==> src/rtl/round_sequencer.sv <==
// rtl/round_sequencer.sv - game round sequencer: countdown, play, hit freeze, pause, game over, high score
// Owns lives, speed level and bar step divisor; all outputs come from registers.

module round_sequencer #(
   parameter int LIVES_INIT       = 3,
   parameter int START_DIV        = 6,
   parameter int MIN_DIV          = 2,
   parameter int ROUNDS_PER_LEVEL = 3,
   parameter int COUNT_TICKS      = 3,
   parameter int FLASH_TICKS      = 2
) (
   input  logic        gameclk,
   input  logic        clr,
   input  logic        tick_en,
   input  logic        start,
   input  logic        pause,
   input  logic        hit_evt,
   input  logic        pass_evt,
   input  logic [15:0] timealive,
   output logic [2:0]  state,
   output logic        run,
   output logic [2:0]  step_div,
   output logic [1:0]  lives,
   output logic [2:0]  level,
   output logic [1:0]  cd_value,
   output logic        flash,
   output logic        game_over,
   output logic [15:0] highscore
);

   typedef enum logic [2:0] {
      S_IDLE      = 3'd0,
      S_COUNTDOWN = 3'd1,
      S_PLAY      = 3'd2,
      S_HIT       = 3'd3,
      S_PAUSE     = 3'd4,
      S_OVER      = 3'd5
   } state_t;

   localparam logic [1:0] LIVES_LD   = 2'(LIVES_INIT);
   localparam logic [2:0] DIV_START  = 3'(START_DIV);
   localparam logic [2:0] DIV_MIN    = 3'(MIN_DIV);
   localparam logic [2:0] ROUND_LAST = 3'(ROUNDS_PER_LEVEL - 1);
   localparam logic [1:0] CD_LD      = 2'(COUNT_TICKS);
   localparam logic [2:0] FLASH_LD   = 3'(FLASH_TICKS);

   state_t     cur;
   state_t     nxt;
   logic [2:0] rounds;
   logic [2:0] flash_cnt;

   assign state = cur;

   // Hit outranks pass and pause in PLAY; anything not listed for a state holds.
   always_comb begin
      nxt = cur;
      case (cur)
         S_IDLE:      if (start) nxt = S_COUNTDOWN;
         S_COUNTDOWN: if (tick_en && cd_value == 2'd1) nxt = S_PLAY;
         S_PLAY: begin
            if (hit_evt)    nxt = (lives > 2'd1) ? S_HIT : S_OVER;
            else if (pause) nxt = S_PAUSE;
         end
         S_HIT:       if (tick_en && flash_cnt == 3'd1) nxt = S_PLAY;
         S_PAUSE:     if (pause) nxt = S_PLAY;
         S_OVER:      if (start) nxt = S_COUNTDOWN;
         default:     nxt = S_IDLE;
      endcase
   end

   always_ff @(posedge gameclk or posedge clr) begin
      if (clr) begin
         cur       <= S_IDLE;
         run       <= 1'b0;
         flash     <= 1'b0;
         game_over <= 1'b0;
         step_div  <= DIV_START;
         lives     <= LIVES_LD;
         level     <= 3'd0;
         cd_value  <= 2'd0;
         highscore <= 16'd0;
         rounds    <= 3'd0;
         flash_cnt <= 3'd0;
      end else begin
         cur       <= nxt;
         run       <= (nxt == S_PLAY);
         flash     <= (nxt == S_HIT);
         game_over <= (nxt == S_OVER);
         case (cur)
            S_IDLE, S_OVER: begin
               if (start) begin
                  lives    <= LIVES_LD;
                  step_div <= DIV_START;
                  level    <= 3'd0;
                  rounds   <= 3'd0;
                  cd_value <= CD_LD;
               end
            end
            S_COUNTDOWN: begin
               if (tick_en) cd_value <= cd_value - 2'd1;
            end
            S_PLAY: begin
               if (hit_evt) begin
                  if (lives > 2'd1) begin
                     lives     <= lives - 2'd1;
                     flash_cnt <= FLASH_LD;
                  end else begin
                     lives <= 2'd0;
                     if (timealive > highscore) highscore <= timealive;
                  end
               end else if (pass_evt) begin
                  // Speed-up every ROUNDS_PER_LEVEL passes, saturating at MIN_DIV.
                  if (rounds == ROUND_LAST) begin
                     rounds <= 3'd0;
                     if (step_div > DIV_MIN) begin
                        step_div <= step_div - 3'd1;
                        level    <= level + 3'd1;
                     end
                  end else begin
                     rounds <= rounds + 3'd1;
                  end
               end
            end
            S_HIT: begin
               if (tick_en) flash_cnt <= flash_cnt - 3'd1;
            end
            default: ;
         endcase
      end
   end

endmodule
==> config.mk <==
export PLATFORM = sky130hd
export DESIGN_NAME = round_sequencer
export DESIGN_NICKNAME = d
export VERILOG_FILES = /design/src/rtl/round_sequencer.sv
export SDC_FILE = /design/constraint.sdc
export NUM_CORES = 1
export LEC_CHECK = 0
export CAP_MARGIN = 20
export CORE_ASPECT_RATIO = 0.5
export CORE_UTILIZATION = 45
export CTS_CLUSTER_SIZE = 16
export DETAILED_ROUTE_END_ITERATION = 16
export PLACE_DENSITY = 0.81
export SLEW_MARGIN = 20
export SYNTH_ARGS = -nofsm -noshare
export SYNTH_HDL_FRONTEND = slang
export SYNTH_SLANG_ARGS = --single-unit
==> constraint.sdc <==
create_clock -name gameclk -period 2.6 [get_ports gameclk]
set_input_delay 0.39 -clock gameclk [delete_from_list [all_inputs] [get_ports gameclk]]
set_output_delay 0.39 -clock gameclk [all_outputs]
set_load 0.02 [all_outputs]
; ---- Word-level counts from Yosys, hierarchy flattened
; Cells that the tools add are included.
[totals]
register_bits = 38
input_bits = 23
elab_cells = 88
[classes]
addsub = 6
magnitude_cmp = 3
n_eq_ne = 20
n_mux = 34
n_bitwise = 1
n_reduce_logical = 13
[ops]
columns = operator, n
row1 = 2-to-1 mux 3 bit, 23
row2 = case mux 3 bit (2 select lines), 4
row3 = > comparator 16 bit, 1
row4 = "inequality test 2 bit, second input constant", 8
row5 = "== test 3 x 2 -> 1 bit, second input constant", 5
row6 = case mux 3 bit (5 select lines), 1
row7 = AND reduction 4 bit, 3
row8 = "== test 3 bit, second input constant", 3
row9 = 2-to-1 mux 2 bit, 4
row10 = case mux 2 bit (2 select lines), 2
row11 = "adder 3 x 1 -> 3 bit, second input constant", 2
row12 = "== test 3 x 1 -> 1 bit, second input constant", 2
row13 = AND reduction 3 bit, 2
row14 = AND reduction 6 bit, 1
row15 = nonzero test 2 bit, 3
row16 = "subtractor 3 x 1 -> 3 bit, second input constant", 2
row17 = "subtractor 2 x 1 -> 2 bit, second input constant", 2
row18 = "> comparator 3 x 2 -> 1 bit, second input constant", 1
row19 = zero test 3 bit, 1
row20 = "== test 2 x 1 -> 1 bit, second input constant", 1
row21 = "> comparator 2 x 1 -> 1 bit, second input constant", 1
row22 = logical AND 1 bit, 2
row23 = "inequality test 2 x 1 -> 1 bit, second input constant", 1
row24 = OR reduction 2 bit, 1
row25 = inverter 1 bit, 1

; ---- Longest topological paths before layout
[logic_depth]
word_depth = 6
depth_mapped = 9
ltp_nobuf = 7

; ---- Least setup slack after synthesis
; No wires, ideal clock.
[synth_path]
path_type = reg2reg
start = reg highscore[15]
end = reg highscore[0]
setup_time_ns = 0.130
t_arrival_ns = 2.228
required_time_ns = 2.470
setup_slack_ns = 0.242
stages_incl_launch_ff = 9
path_buffers = 1
synth_period_minus_slack_ns = 2.358
cell_sequence = dfrtp_1 inv_1 ha_1 nand4_2 or4_1 a21o_4 buf_1 a32oi_1 o31ai_2
[synth_via]
elab_chain_len = 2
[synth_lines]
columns = element, line_no
row1 = start: declaration, 28  ; output logic [15:0] highscore
row2 = start signal: assignment, 109  ; if (timealive > highscore) highscore <= timealive;
row3 = > comparator 16 bit, 109
row4 = AND reduction 4 bit (no line), -
; Every way passes these cells.
; A chain may end at the register's enable or synchronous reset.

; ---- Final worst setup path
[layout_path]
start = in timealive[13]
end = reg highscore[0]
[layout_via]
elab_chain_len = 2
[layout_lines]
columns = element, line_no
row1 = start: declaration, 19  ; input logic [15:0] timealive,
row2 = > comparator 16 bit, 109
row3 = AND reduction 4 bit (no line), -
; Every way passes these cells.

==> flow_metrics.env <==
export IMPL_grt_pass1_vias=2330
export IMPL_drc=0
export IMPL_post_route_min_period_ps=2420
export IMPL_nets=396
export IMPL_slew_limit_headroom=0.589
export IMPL_wl_per_cell_microns=15.2
export IMPL_vias=2442
export IMPL_row_count=18
export IMPL_clock_skew_ps=5.91
export IMPL_area_delta_synth_final_pct=33.3
export IMPL_syn_nets=332
export IMPL_rsz0062_at_grt="no"
export IMPL_coreArea_sq_um=5130
export IMPL_setup_viol=0
export IMPL_final_cell_mix="54 x clkdlybuf4s50_1, 45 x nand2_1, 34 x dfrtp_1"
export IMPL_grt_pass1_wl_mm=10.4
export IMPL_gr_usage_all_layers=0.229
export IMPL_drv_slew=0
export IMPL_clock_latency_ps=300
export IMPL_antenna_found_initial=0
export IMPL_timing_hold_ws_ps=504
export IMPL_start_util=0.489
export IMPL_grt_overflow=0
export IMPL_final_common_cell="clkdlybuf4s50_1"
export IMPL_n_antenna_cell=0
export IMPL_postCtsSetupBuffers=0
export IMPL_synth_ff_type="dfrtp_1"
export IMPL_powerDensity_nw_per_um2=720
export IMPL_cts_tree="yes"
export IMPL_fp_dieH_microns=54.8
export IMPL_cts_htree_levels=2
export IMPL_synth_area_sq_um=2510
export IMPL_via_per_inst=5.79
export IMPL_required_ps=2810
export IMPL_drive_above_1_share=0.102
export IMPL_fin_ws_ps=176
export IMPL_dieWidth_microns=108
export IMPL_synthCells=287
export IMPL_wl_mm=6.41
export IMPL_finalHoldViolations=0
export IMPL_ys_ff_latch=38
export IMPL_status="completed"
export IMPL_firstDrtPassIters=4
export IMPL_synth_edff_count=0
export IMPL_critPathArrivalTime_ps=2630
export IMPL_finalCritPeriodShare=0.932
export IMPL_cts_hold_buffers=0
export IMPL_syn_mean_instance_area_sq_um=8.75
export IMPL_cap_violations=0
export IMPL_synth_cell_types=43
export IMPL_cts_root_buf="clkbuf_8"
export IMPL_ctsResizeCount=0
export IMPL_power_leakage_nw=1.48
export IMPL_yosys_warnings=0
export IMPL_port_buffers=54
export IMPL_clk_pin_slew_ps=80
export IMPL_end_kind="register"
export IMPL_die_area_sq_um=5900
export IMPL_fmax_ghz=0.412
export IMPL_critPathLaunchType="primary input"
export IMPL_ys_seq_area_frac=0.381
export IMPL_clock_path_buffers=2
export IMPL_dp_slack_ps=-76.8
export IMPL_grt_start_max_net_pins=39
export IMPL_critPathKind="primary input to register"
export IMPL_cts_sinks=38
export IMPL_ant_nets=0
export IMPL_cts_inserted_buffers=5
export IMPL_dr_first_iter_drc_count=96
export IMPL_io_pins=55
export IMPL_tightest_slew_ps=617
export IMPL_async_flop_share=1.00
export IMPL_place_gp_congestion=0.915
export IMPL_dp_hpwl_mm=4.50
export IMPL_peakVddDrop_mv=0.382
export IMPL_hp_class="register to register"
export IMPL_critPathMaxFanout=5
-- per-layer routing --
metal	wire (microns)	global-route usage
met5	0	0
met4	85	0.0890
met3	256	0.0405
met2	3180	0.419
met1	2890	0.278
-- final cells by class --
cell class | instances | area, sq um
fill | 429 | 1790
sequential | 38 | 956
multi-input combinational | 206 | 1370
tap | 70 | 87.6
timing repair buffer | 71 | 681
clock buffer | 5 | 68.8
inverter | 29 | 109
clock inverter | 3 | 68.8
-- synthesized netlist by cell type, types with 2 or more instances --
library cell | instances | area, sq um
nand2_1 | 45 | 169
dfrtp_1 | 34 | 851
inv_1 | 29 | 109
ha_1 | 22 | 275
a211oi_1 | 17 | 128
o21ai_1 | 17 | 85.1
a32oi_1 | 16 | 140
a21oi_1 | 15 | 75.1
nor2_1 | 10 | 37.5
clkbuf_1 | 8 | 30.0
nor3_1 | 7 | 35.0
o21ai_0 | 7 | 35.0
nor2b_1 | 5 | 31.3
dfstp_2 | 4 | 105
mux2i_1 | 4 | 40.0
nand2b_1 | 4 | 25.0
nand3b_1 | 4 | 30.0
and3_1 | 3 | 18.8
buf_2 | 3 | 15.0
nand4_1 | 3 | 18.8
o211ai_1 | 3 | 22.5
or4_1 | 3 | 22.5
and2_1 | 2 | 12.5
buf_6 | 2 | 22.5
o22ai_1 | 2 | 12.5
-- power breakdown --
group | switching [mW] | internal, mW | total (mW)
registers | 0.137 | 0.732 | 0.869
logic | 0.505 | 0.421 | 0.926
clock network | 0.230 | 0.385 | 0.614
total | 0.871 | 1.54 | 2.41
-- cell families after synthesis --
family / synth area share
fa+ha+maj: 0.110
compound gates: 0.242
buf+inv: 0.0718
flops: 0.381
mux: 0.0204
xor+xnor: 0.00349
simple gates: 0.172
-- worst paths after layout --
| path | startpoint | cells past startpoint | slack [ps] | to |
|---|---|---|---|---|
| min in group asynchronous | clr | 3 | 520 | level[1] |
| hold reg to reg | lives[1] | 2 | 500 | lives[1] |
| max in group asynchronous | clr | 3 | 1730 | step_div[2] |
| hold / removal | lives[1] | 2 | 500 | lives[1] |
| setup reg to reg | highscore[14] | 8 | 260 | highscore[0] |
| setup / recovery | timealive[13] | 8 | 180 | highscore[0] |
-- flip-flops by register name (all words and copies together) (netlist names) --
| name | count |
|---|---|
| cd_value | 2 |
| flash | 1 |
| flash_cnt | 3 |
| game_over | 1 |
| highscore | 16 |
| level | 3 |
| lives | 2 |
| rounds | 3 |
| run | 1 |
| state | 3 |
| step_div | 3 |
-- worst max-delay path, stage by stage --
cell and delay (ps):
clkdlybuf4s50_1 430, ha_1 330, nand4_2 130, or4_1 560, a21o_4 210, and3_1 200
buf_4 170, o31ai_2 210
-- through the flow --
stage / area [sq um] / std cells / setup TNS [ps] / power, mW / utilization
final: 3340 / 422 / 0 / 2.41 / 0.651
after global routing: 3340 / 422 / 0 / 2.56 / 0.651
after CTS: 3340 / 422 / 0 / 2.42 / 0.651
after detailed placement: 3210 / 414 / -438 / 1.80 / 0.625
after global placement: 3210 / 414 / -15.4 / 1.75 / 0.625
after floorplan: 2510 / 287 / 0 / 1.43 / -
Note: power is estimated with default switching activity, not from simulation.
